===== src/rtl/sub_pipe_param.sv =====
// sub_pipe_param
// Pipelined WIDTH-bit subtractor (result = A - B) that resolves CHUNK bits per
// stage, so no borrow chain is wider than one chunk. The borrow from chunk k is
// registered and consumed by stage k+2. The operands and mode ride along with
// each beat. The whole pipe advances together under one global stall.
//
// Parameters
//   WIDTH : operand/result width (8..64, multiple of CHUNK)
//   CHUNK : bits resolved per stage; NSTAGE = WIDTH/CHUNK = latency in cycles
//
// Ports
//   clk, rst     : rising-edge clock, asynchronous active-high reset
//   in_valid     : operand beat present on A/B/signed_mode
//   in_ready     : beat is accepted this cycle (equals the global advance)
//   A, B         : minuend, subtrahend
//   signed_mode  : 1 = two's-complement operands, 0 = unsigned
//   out_valid    : result beat present
//   out_ready    : downstream accepts the result
//   result       : A - B mod 2^WIDTH, or the clamped value when saturating
//   borrow       : unsigned A < B (reported in both modes)
//   overflow     : signed overflow, only when signed_mode = 1
//   sat          : result was clamped
//
// Build option
//   SUB_SAT_EN : when defined, an unsigned borrow clamps the result to 0. A
//                signed overflow clamps it to the most positive or most
//                negative value, depending on the sign of A. When the macro is
//                undefined, sat is tied low and no clamp logic exists.

module sub_pipe_param #(
  parameter int WIDTH = 16,
  parameter int CHUNK = 8
) (
  input  logic             clk,
  input  logic             rst,
  input  logic             in_valid,
  output logic             in_ready,
  input  logic [WIDTH-1:0] A,
  input  logic [WIDTH-1:0] B,
  input  logic             signed_mode,
  output logic             out_valid,
  input  logic             out_ready,
  output logic [WIDTH-1:0] result,
  output logic             borrow,
  output logic             overflow,
  output logic             sat
);

  localparam int NSTAGE = WIDTH / CHUNK;

  // Stage registers; index k holds the state after stage k+1.
  // Element NSTAGE-1 is the output register.
  logic             v_q  [NSTAGE];
  logic [WIDTH-1:0] a_q  [NSTAGE];
  logic [WIDTH-1:0] b_q  [NSTAGE];
  logic [WIDTH-1:0] r_q  [NSTAGE];
  logic             bw_q [NSTAGE];
  logic             md_q [NSTAGE];
  logic             ovf_q;

  // Inputs seen by each stage: primary inputs for stage 1, else the
  // previous stage register.
  logic             src_v  [NSTAGE];
  logic [WIDTH-1:0] src_a  [NSTAGE];
  logic [WIDTH-1:0] src_b  [NSTAGE];
  logic [WIDTH-1:0] src_r  [NSTAGE];
  logic             src_bw [NSTAGE];
  logic             src_md [NSTAGE];

  logic [WIDTH-1:0] nxt_r  [NSTAGE];
  logic             nxt_bw [NSTAGE];
  logic [CHUNK:0]   diff;

  logic [WIDTH-1:0] raw;
  logic             a_msb;
  logic             b_msb;
  logic             fin_md;
  logic             raw_ovf;
  logic [WIDTH-1:0] fin_res;

  logic advance;

  // A full output register that is not being drained freezes every stage.
  assign advance  = !v_q[NSTAGE-1] || out_ready;
  assign in_ready = advance;

  // Each stage subtracts its own chunk with a CHUNK+1 bit subtract.
  // Bit CHUNK of that subtract is the borrow handed to the next stage.
  always_comb begin
    src_v[0]  = in_valid;
    src_a[0]  = A;
    src_b[0]  = B;
    src_r[0]  = '0;
    src_bw[0] = 1'b0;
    src_md[0] = signed_mode;
    for (int k = 1; k < NSTAGE; k++) begin
      src_v[k]  = v_q[k-1];
      src_a[k]  = a_q[k-1];
      src_b[k]  = b_q[k-1];
      src_r[k]  = r_q[k-1];
      src_bw[k] = bw_q[k-1];
      src_md[k] = md_q[k-1];
    end
    diff = '0;
    for (int k = 0; k < NSTAGE; k++) begin
      diff = {1'b0, src_a[k][k*CHUNK +: CHUNK]}
           - {1'b0, src_b[k][k*CHUNK +: CHUNK]}
           - {{CHUNK{1'b0}}, src_bw[k]};
      nxt_r[k]                   = src_r[k];
      nxt_r[k][k*CHUNK +: CHUNK] = diff[CHUNK-1:0];
      nxt_bw[k]                  = diff[CHUNK];
    end
  end

  // The last stage sees the full raw difference and the operand sign bits.
  // Overflow is derived from them before the output register.
  assign raw     = nxt_r[NSTAGE-1];
  assign a_msb   = src_a[NSTAGE-1][WIDTH-1];
  assign b_msb   = src_b[NSTAGE-1][WIDTH-1];
  assign fin_md  = src_md[NSTAGE-1];
  assign raw_ovf = fin_md && (a_msb != b_msb) && (raw[WIDTH-1] != a_msb);

`ifdef SUB_SAT_EN
  logic clamp;
  logic sat_q;

  // Signed mode clamps only on overflow. Unsigned mode clamps on borrow.
  // A signed borrow without overflow is an ordinary negative result.
  always_comb begin
    clamp   = fin_md ? raw_ovf : nxt_bw[NSTAGE-1];
    fin_res = raw;
    if (clamp) begin
      if (!fin_md)
        fin_res = '0;
      else if (a_msb)
        fin_res = {1'b1, {(WIDTH-1){1'b0}}};
      else
        fin_res = {1'b0, {(WIDTH-1){1'b1}}};
    end
  end

  always_ff @(posedge clk or posedge rst) begin
    if (rst)
      sat_q <= 1'b0;
    else if (advance)
      sat_q <= clamp;
  end

  assign sat = sat_q;
`else
  assign fin_res = raw;
  assign sat     = 1'b0;
`endif

  // All stage registers load together on advance.
  // The output stage takes the finished (possibly clamped) result.
  always_ff @(posedge clk or posedge rst) begin
    if (rst) begin
      for (int k = 0; k < NSTAGE; k++) begin
        v_q[k]  <= 1'b0;
        a_q[k]  <= '0;
        b_q[k]  <= '0;
        r_q[k]  <= '0;
        bw_q[k] <= 1'b0;
        md_q[k] <= 1'b0;
      end
      ovf_q <= 1'b0;
    end else if (advance) begin
      for (int k = 0; k < NSTAGE; k++) begin
        v_q[k]  <= src_v[k];
        a_q[k]  <= src_a[k];
        b_q[k]  <= src_b[k];
        r_q[k]  <= nxt_r[k];
        bw_q[k] <= nxt_bw[k];
        md_q[k] <= src_md[k];
      end
      r_q[NSTAGE-1] <= fin_res;
      ovf_q         <= raw_ovf;
    end
  end

  assign out_valid = v_q[NSTAGE-1];
  assign result    = r_q[NSTAGE-1];
  assign borrow    = bw_q[NSTAGE-1];
  assign overflow  = ovf_q;

endmodule


===== config.mk =====
export PLATFORM = sky130hd
export DESIGN_NAME = sub_pipe_param
export DESIGN_NICKNAME = d
export VERILOG_FILES = /design/src/rtl/sub_pipe_param.sv
export SDC_FILE = /design/constraint.sdc
export NUM_CORES = 1
export LEC_CHECK = 0
export CAP_MARGIN = 40
export CELL_PAD_IN_SITES_DETAIL_PLACEMENT = 1
export CELL_PAD_IN_SITES_GLOBAL_PLACEMENT = 1
export CORE_MARGIN = 2
export CORE_UTILIZATION = 38
export CTS_CLUSTER_DIAMETER = 30
export DETAILED_ROUTE_END_ITERATION = 10
export PLACE_DENSITY_LB_ADDON = 0.1
export RECOVER_POWER = 50
export SETUP_SLACK_MARGIN = 0.02
export SLEW_MARGIN = 10
export SYNTH_ARGS = -nofsm -noshare
export SYNTH_HDL_FRONTEND = slang
export SYNTH_SLANG_ARGS = --single-unit

===== constraint.sdc =====
create_clock -name clk -period 2.7 [get_ports clk]
set_input_delay 0.405 -clock clk [delete_from_list [all_inputs] [get_ports clk]]
set_output_delay 0.405 -clock clk [all_outputs]
set_load 0.02 [all_outputs]

==> flow_summary.toml, run 1 <==
[hold_path]
holdCritPathClass = "reg2reg"
hp-start = "src_v[0]"

[timing]
tightest_slew_ns = 1.09
finalCritPeriodShare = 0.820
max_freq_mhz = 452
slew_violations = 0
setup_viol = 0
clock-skew-final_ns = 0.00574
setup-tns-final_ns = 0
fin_hold_ws_ns = 0.469
rsz0062_at_grt = "no"
slew_headroom = 0.272
period_minus_slack_ns = 2.21
hold_violations = 0

[clock_tree]
cts_tree = "built"
post_cts_resized = 0
clockRootBuffer = "clkbuf_8"
worstSkewPairLatency_ns = 0.30
cts_buffer_depth = 2
cts.reportedPaths.clkPinSlew_ns = 0.09
numCtsBuffers = 5
cts.sinks = 46
cts_setup_buffers = 0
cts_htree_levels = 2
cts_hold_buf = 0

[drt]
drtPass1Iterations = 4
drc = 0
vias = 2159
antenna_left = 0
drt-total-wl_um = 5690
drt_iter0_drc = 65
wl_per_cell_um = 13.1
vias_per_cell = 4.96

[cells_and_area]
drive_gt1_frac = 0.0451
n_fill_cell = 820
diodes = 0
regArea_um2 = 1150
multiInputGateArea_um2 = 1250
finalNetCount = 416
area_delta_synth_final_pct = 29.0

[critical_path]
critPathMaxStageDelay_ns = 0.63
path_class = "in2reg"
crit_fanout = 57
end_kind = "register"
start_kind = "input port"
required_ns = 2.90
critPathSlowestCell = "clkbuf_2"
reg2reg_from = "a_q[24]"
arrival_ns = 2.41
cp-startpoint = "out_ready"
cp_cell_sequence = "clkdlybuf4s50_1, nor2b_1, clkinv_1, clkbuf_2, and3_1, a21o_1"

[run_status]
outcome = "complete, no violations"

[floorplan]
die_x_um = 87.1
design.die.area_um2 = 7580
initial_utilization = 0.390
num_io_pins = 58
rows = 30
core_um2 = 6720
die_y_um = 87.1

[synth]
ys_types = 42
async_flop_share = 1.00
synth_area_um2 = 2620
yosys_register_bits = 46
syn_area_per_cell_um2 = 8.77
synth_area_leaders = "dfrtp_1 44%, ha_1 10%, nand2_1 9.9%, inv_1 5.7%, a21oi_1 3.1%"
synth_most_common_cell = "nand2_1"
synthFlopType = "dfrtp_1"
yosysWarnings = 0
yosysSeqAreaShare = 0.439
synth_top_area_share = 0.439
synth-edff-count = 0
synthCells = 299
synth_nets = 361
synthTopCellsByCount = "69 x nand2_1, 46 x dfrtp_1, 40 x inv_1, 22 x ha_1, 16 x a21oi_1"
synth_top_area_cell = "dfrtp_1"

[grt]
grt_antenna_before_repair = 0
grt_max_degree = 58
grt_use_total = 0.170
grt_pass1_wl_um = 10200
grt_overflow = 0
grt_pass1_vias = 2292

[placed_design]
globalplace.congestion = 0.782
place.port_buffers = 56
dp_hpwl_um = 4340

[power]
ir_worst_vdd_mv = 0.325
power.density_nw_per_um2 = 798
total_power_mw = 2.70
p_leak_nw = 1.64

[job]
drv_cap = 0
[flip-flops by register name, summed over array words and instances, names as in the netlist]
name,cells
overflow,1
a_msb,1
result,16
out_valid,1
b_msb,1
b_q,7
borrow,1
a_q,7
fin_res,8
bw_q,1
fin_md,1
src_v,1
[area by class of cell]
class | instances | share of cell area
clock buffer | 6 | 0.0244
clock inverter | 2 | 0.0178
inverter | 41 | 0.0455
multi-input combinational | 200 | 0.369
sequential | 46 | 0.340
tap | 80 | 0.0296
timing repair buffer | 60 | 0.173
[per-layer routing]
metal  track usage  up-vias  wire length, µm
li1              -     1075                -
met4        0.0469        0               72
met2         0.325       32             3110
met1         0.189     1047             2350
met5             0        -                0
met3        0.0322        5              159
[path summary, 6_finish.rpt]
check | to | slack, ns | cells past startpoint
worst min register to register | out_valid | 0.47 | 1
worst min-delay path | out_valid | 0.47 | 1
max in group asynchronous | fin_res[6] | 0.86 | 3
min in group asynchronous | a_q[28] | 0.71 | 2
worst max-delay path | result[12] | 0.49 | 6
worst max register to register | result[13] | 0.53 | 8
[logic make-up after synthesis]
group | count (synthesis) | synth area share
buffers and inverters | 53 | 0.0844
XOR/XNOR | 10 | 0.0334
AO/OA/AOI/OAI | 54 | 0.130
flip-flops | 46 | 0.439
multiplexers | 1 | 0.00429
AND/OR/NAND/NOR | 109 | 0.179
other | 1 | 0.00143
adder cells (fa/ha/maj) | 25 | 0.128
[through the flow]
step	utilization	worst slack, ns	area (µm²)	std cells
floorplan	-	0.750	2620	299
global placement	0.485	0.223	3260	427
detailed placement	0.485	0.186	3260	427
CTS	0.507	0.495	3400	435
global route	0.504	0.259	3380	435
finish	0.504	0.487	3380	435
[report_power, final]
group          internal (mW)  switching, mW  total (mW)
clock network          0.395          0.237       0.632
registers              0.861         0.0919       0.953
logic                  0.523          0.592        1.12
total                   1.78          0.921        2.70
[worst max-delay path: cells and delay by family]
family,cells,cell delay [ns]
and+or+nand+nor,2,0.66
buffers and inverters,3,1.18
AOI/OAI and AO/OA,1,0.15
[cells in the final DEF (no fill, tap or decap), types with 3 or more instances in the layout]
master and instances:
clkbuf_8 6, a221oi_1 3, nor2_1 12, nor3_1 7
xnor2_1 6, xor2_1 4, o21ai_1 9, fa_1 3
nand2_1 69, inv_1 40, nand3_1 6, ha_1 22
nor3b_1 4, a21oi_1 16, dfrtp_1 46, clkdlybuf4s50_1 55
o21ai_0 8
No activity file was read; power rests on OpenSTA's default activity.
==> inputs of run 2 (changes only) <==
==> constraint.sdc (replaced) <==
create_clock -name clk -period 2.2 [get_ports clk]
set_input_delay 0.33 -clock clk [delete_from_list [all_inputs] [get_ports clk]]
set_output_delay 0.33 -clock clk [all_outputs]
set_load 0.02 [all_outputs]
==> flow_summary.toml, run 2 (synthesized netlist as in run 1, its figures left out) <==
[grt]
grt_pass1_vias = 2274
grt_max_degree = 58
grt_util_met2 = 0.310
grt_pass1_wl_um = 10100
grt_antenna_before_repair = 0
met1_usage = 0.200
grt_use_total = 0.167
busiest_layer = "met2"
grt_overflow = 0
gr-usage-met3 = 0.0284

[clock_tree]
cts.sinks = 46
cts_tree = "built"
cts_hold_buf = 0
worstSkewPairLatency_ns = 0.29
cts_htree_levels = 2
numCtsBuffers = 5
cts.reportedPaths.clkPinSlew_ns = 0.08
cts_buffer_depth = 2
clockRootBuffer = "clkbuf_8"

[critical_path]
required_ns = 1.87
cp-startpoint = "out_ready"
arrival_ns = 1.83
reg2reg_from = "bw_q[1]"
endpoint = "in_ready"
r2r_slack_ns = 0.16
reg2reg_depth = 9
r2r_end = "result[13]"
start_kind = "input port"
path_class = "in2out"
end_kind = "output port"
crit_fanout = 2

[cells_and_area]
area_delta_synth_final_pct = 29.9
diodes = 0
largest_register_ffs = 16
layout_commonest_cell = "nand2_1"
final_area_um2 = 3410
multiInputGateArea_um2 = 1250
finalNetCount = 421
drive_gt1_frac = 0.0613
regArea_um2 = 1150
final_cell_mix = "69 x nand2_1, 54 x clkdlybuf4s50_1, 46 x dfrtp_1"
n_fill_cell = 771
fin_util = 0.507

[placed_design]
dp_hpwl_um = 4530
place.port_buffers = 56
dpl_cell_area_um2 = 3290
globalplace.congestion = 0.779

[timing]
max_freq_mhz = 463
slew_violations = 0
rsz0062_at_grt = "yes"
setup-tns-final_ns = 0
hold_violations = 0
finalCritPeriodShare = 0.983
setup_viol = 0
slew_headroom = 0.479
period_minus_slack_ns = 2.16
clock-skew-final_ns = 0.00493
tightest_slew_ns = 0.780

[power]
total_power_mw = 3.19
power.density_nw_per_um2 = 937
ir_worst_vdd_mv = 0.304
p_leak_nw = 1.65

[floorplan]
die_y_um = 87.1
initial_utilization = 0.390
design.die.area_um2 = 7580
num_io_pins = 58
core_um2 = 6720
rows = 30
die_x_um = 87.1

[drt]
drt-total-wl_um = 5900
drt_iter0_drc = 76
wl_per_cell_um = 13.4
drtPass1Iterations = 4
drc = 0
vias = 2171
vias_per_cell = 4.95
antenna_left = 0

[hold_path]
holdCritPathClass = "reg2reg"

[job]
drv_cap = 0

[run_status]
outcome = "complete, no violations"
[run 2: report_power, final]
part,switching (mW),total (mW),internal [mW]
registers,0.112,1.17,1.06
logic,0.729,1.39,0.659
clock network,0.273,0.636,0.364
total,1.11,3.19,2.08
[run 2: worst min path at each step]
stage,depth (start not counted),slack (ns),to,from
6_report,2,0.47,result[2],result[2]
2_1_floorplan,2,0.43,src_v[0],src_v[0]
3_3_place_gp,2,0.44,src_v[0],src_v[0]
4_1_cts,2,0.36,result[12],rst
3_5_place_dp,2,0.46,src_v[0],src_v[0]
5_1_grt,1,0.51,result[12],result[12]
[run 2: final cells by class]
cell class,count,share of cell area
tap,80,0.0294
inverter,41,0.0452
sequential,46,0.338
clock inverter,1,0.00881
clock buffer,6,0.0242
multi-input combinational,200,0.368
timing repair buffer,65,0.186
[run 2: what timing repair did]
action	in CTS	in global routing
gates resized for setup	0	3
endpoints found under the setup margin	0	4
buffers inserted	0	1
[run 2: through the flow]
step / std cells / setup WS (ns) / hold slack [ns]
2_1_floorplan: 299 / 0.250 / 0.430
3_3_place_gp: 431 / -0.172 / 0.445
3_5_place_dp: 431 / -0.240 / 0.456
4_1_cts: 438 / 0.0555 / 0.364
5_1_grt: 439 / -0.0384 / 0.507
6_report: 439 / 0.0379 / 0.473
[run 2: metal layers]
layer,routed length (µm),vias up,part of all wire
met1,2540,1044,0.43
li1,-,1089,-
met3,149,4,0.025
met5,0,-,0
met4,52,0,0.0088
met2,3160,34,0.54
[run 2: worst max-delay path: stages]
cell             delay, ns
dlygate4sd3_1         0.53
nor2b_1               0.24
inv_1                 0.15
clkdlybuf4s50_1       0.57
==> inputs of run 3 (changes only) <==
--- a/config.mk
+++ b/config.mk
@@ -5,13 +5,15 @@
 export SDC_FILE = /design/constraint.sdc
 export NUM_CORES = 1
 export LEC_CHECK = 0
+export ABC_CLOCK_PERIOD_IN_PS = 2200
 export CAP_MARGIN = 40
 export CELL_PAD_IN_SITES_DETAIL_PLACEMENT = 1
 export CELL_PAD_IN_SITES_GLOBAL_PLACEMENT = 1
 export CORE_MARGIN = 2
-export CORE_UTILIZATION = 38
+export CORE_UTILIZATION = 45
 export CTS_CLUSTER_DIAMETER = 30
 export DETAILED_ROUTE_END_ITERATION = 10
+export DONT_BUFFER_PORTS = 1
 export PLACE_DENSITY_LB_ADDON = 0.1
 export RECOVER_POWER = 50
 export SETUP_SLACK_MARGIN = 0.02
==> flow_summary.toml, run 3 (synthesized netlist as in run 1, its figures left out) <==
[run_status]
outcome = "complete, no violations"

[clock_tree]
post_cts_resized = 0
cts.sinks = 46
clockRootBuffer = "clkbuf_8"
worstSkewPairLatency_ns = 0.29
numCtsBuffers = 5
cts_tree = "built"
cts_hold_buf = 0
cts_htree_levels = 2
cts_buffer_depth = 2
cts.reportedPaths.clkPinSlew_ns = 0.08
cts_setup_buffers = 0

[power]
power.internal_mw = 1.69
power_frac_clock = 0.191
p_leak_nw = 1.42
comb_power_share = 0.316
total_power_mw = 2.76
p_sw_frac = 0.386
ir_worst_vdd_mv = 0.370
power.density_nw_per_um2 = 986
p_seq_frac = 0.493
p_switching_mw = 1.07

[grt]
grt_pass1_vias = 2016
grt_use_total = 0.179
grt_overflow = 0
grt_antenna_before_repair = 0
grt_max_degree = 47
grt_pass1_wl_um = 8970

[timing]
rsz0062_at_grt = "no"
slew_headroom = 0.235
setup-tns-final_ns = 0
finalCritPeriodShare = 0.928
period_minus_slack_ns = 2.04
max_freq_mhz = 490
tightest_slew_ns = 1.15
hold_violations = 0
clock-skew-final_ns = 0.00758
setup_viol = 0
slew_violations = 0

[drt]
antenna_left = 0
drc = 0
drt_iter0_drc = 65
vias_per_cell = 5.17
drt-total-wl_um = 5240
vias = 1928
wl_per_cell_um = 14.0
drtPass1Iterations = 4

[critical_path]
critPathSlowestCell = "fa_1"
path_class = "reg2reg"
cp-startpoint = "a_q[24]"
start_kind = "register"
cp_cell_sequence = "fa_1, inv_1, ha_1, o211ai_1, o211ai_1, a21oi_1, xnor2_1, a21oi_1"
end_kind = "register"
reg2reg_depth = 8
r2r_slack_ns = 0.16
critPathMaxStageDelay_ns = 0.56
r2r_end = "result[13]"
reg2reg_from = "a_q[24]"
crit_fanout = 2
required_ns = 2.37
arrival_ns = 2.21

[placed_design]
globalplace.congestion = 0.724
dp_hpwl_um = 4070
place.port_buffers = 0
placed_cells = 365

[hold_path]
worstHoldPathCells = 2
hold_path_end = "src_v[0]"
holdCritPathClass = "in2reg"
hp-start = "in_valid"

[floorplan]
num_io_pins = 58
initial_utilization = 0.470
die_y_um = 80.3
rows = 27
core_um2 = 5570
die_x_um = 80.3
design.die.area_um2 = 6450

[cells_and_area]
fin_util = 0.502
final_cell_mix = "69 x nand2_1, 46 x dfrtp_1, 40 x inv_1"
drive_gt1_frac = 0.0631
diodes = 0
area_delta_synth_final_pct = 6.73
n_fill_cell = 666
layout_commonest_cell = "nand2_1"
largest_register_ffs = 16
finalNetCount = 362
final_cells = 373

[job]
drv_cap = 0
## run 3: cell types whose count changed in the layout (fill, tap and decap cells not counted), moves of 2 or more
cell | before | now
dlygate4sd3_1 | 2 | 0
o21ai_0 | 10 | 5
buf_4 | 6 | 4
clkdlybuf4s50_1 | 54 | 0
o21ai_1 | 7 | 12
## run 3: how the worst max path moves through the flow
stage,end,slack (ns),cells after the start
after floorplan,result[13],0.25,8
after global placement,result[13],0.18,8
after detailed placement,result[13],0.15,8
after CTS,result[13],0.13,8
after global routing,result[13],0.02,8
final,result[13],0.16,8
## run 3: power by group through the flow
stage	logic (mW)	clock network, mW	registers (mW)
after floorplan	0.725	0	1.33
after global placement	0.865	0	1.38
after detailed placement	0.897	0	1.38
after CTS	0.900	0.551	1.37
after global routing	1.02	0.593	1.39
final	0.873	0.528	1.36
## run 3: area by class of cell
class	count	area [µm²]	area share
repair buffers	6	55.1	0.0197
inverters	41	154	0.0550
clock buffers	7	86.3	0.0308
multi-input cells	200	1260	0.449
flip-flops and latches	46	1150	0.411
well taps	72	90.1	0.0322
clock inverters	1	5.00	0.00179
## run 3: worst max-delay path, delay by kind of cell (launching register included)
kind	cells	cell delay (ns)
fa+ha+maj	2	0.74
compound gates	4	0.59
flops	1	0.41
xor+xnor	1	0.13
buf+inv	1	0.05
## run 3: through the flow
stage                     area [µm²]  worst slack, ns  hold slack, ns
after floorplan                 2620            0.250           0.430
after global placement          2710            0.184           0.408
after detailed placement        2710            0.149           0.406
after CTS                       2800            0.132          0.0824
after global routing            2800           0.0211           0.137
final                           2800            0.158           0.142
## run 3: metal layers
layer / up-vias / wire (µm) / global-route usage
li1: 966 / - / -
met1: 923 / 2300 / 0.212
met2: 33 / 2680 / 0.318
met3: 6 / 186 / 0.0416
met4: 0 / 70 / 0.0559
met5: - / 0 / 0
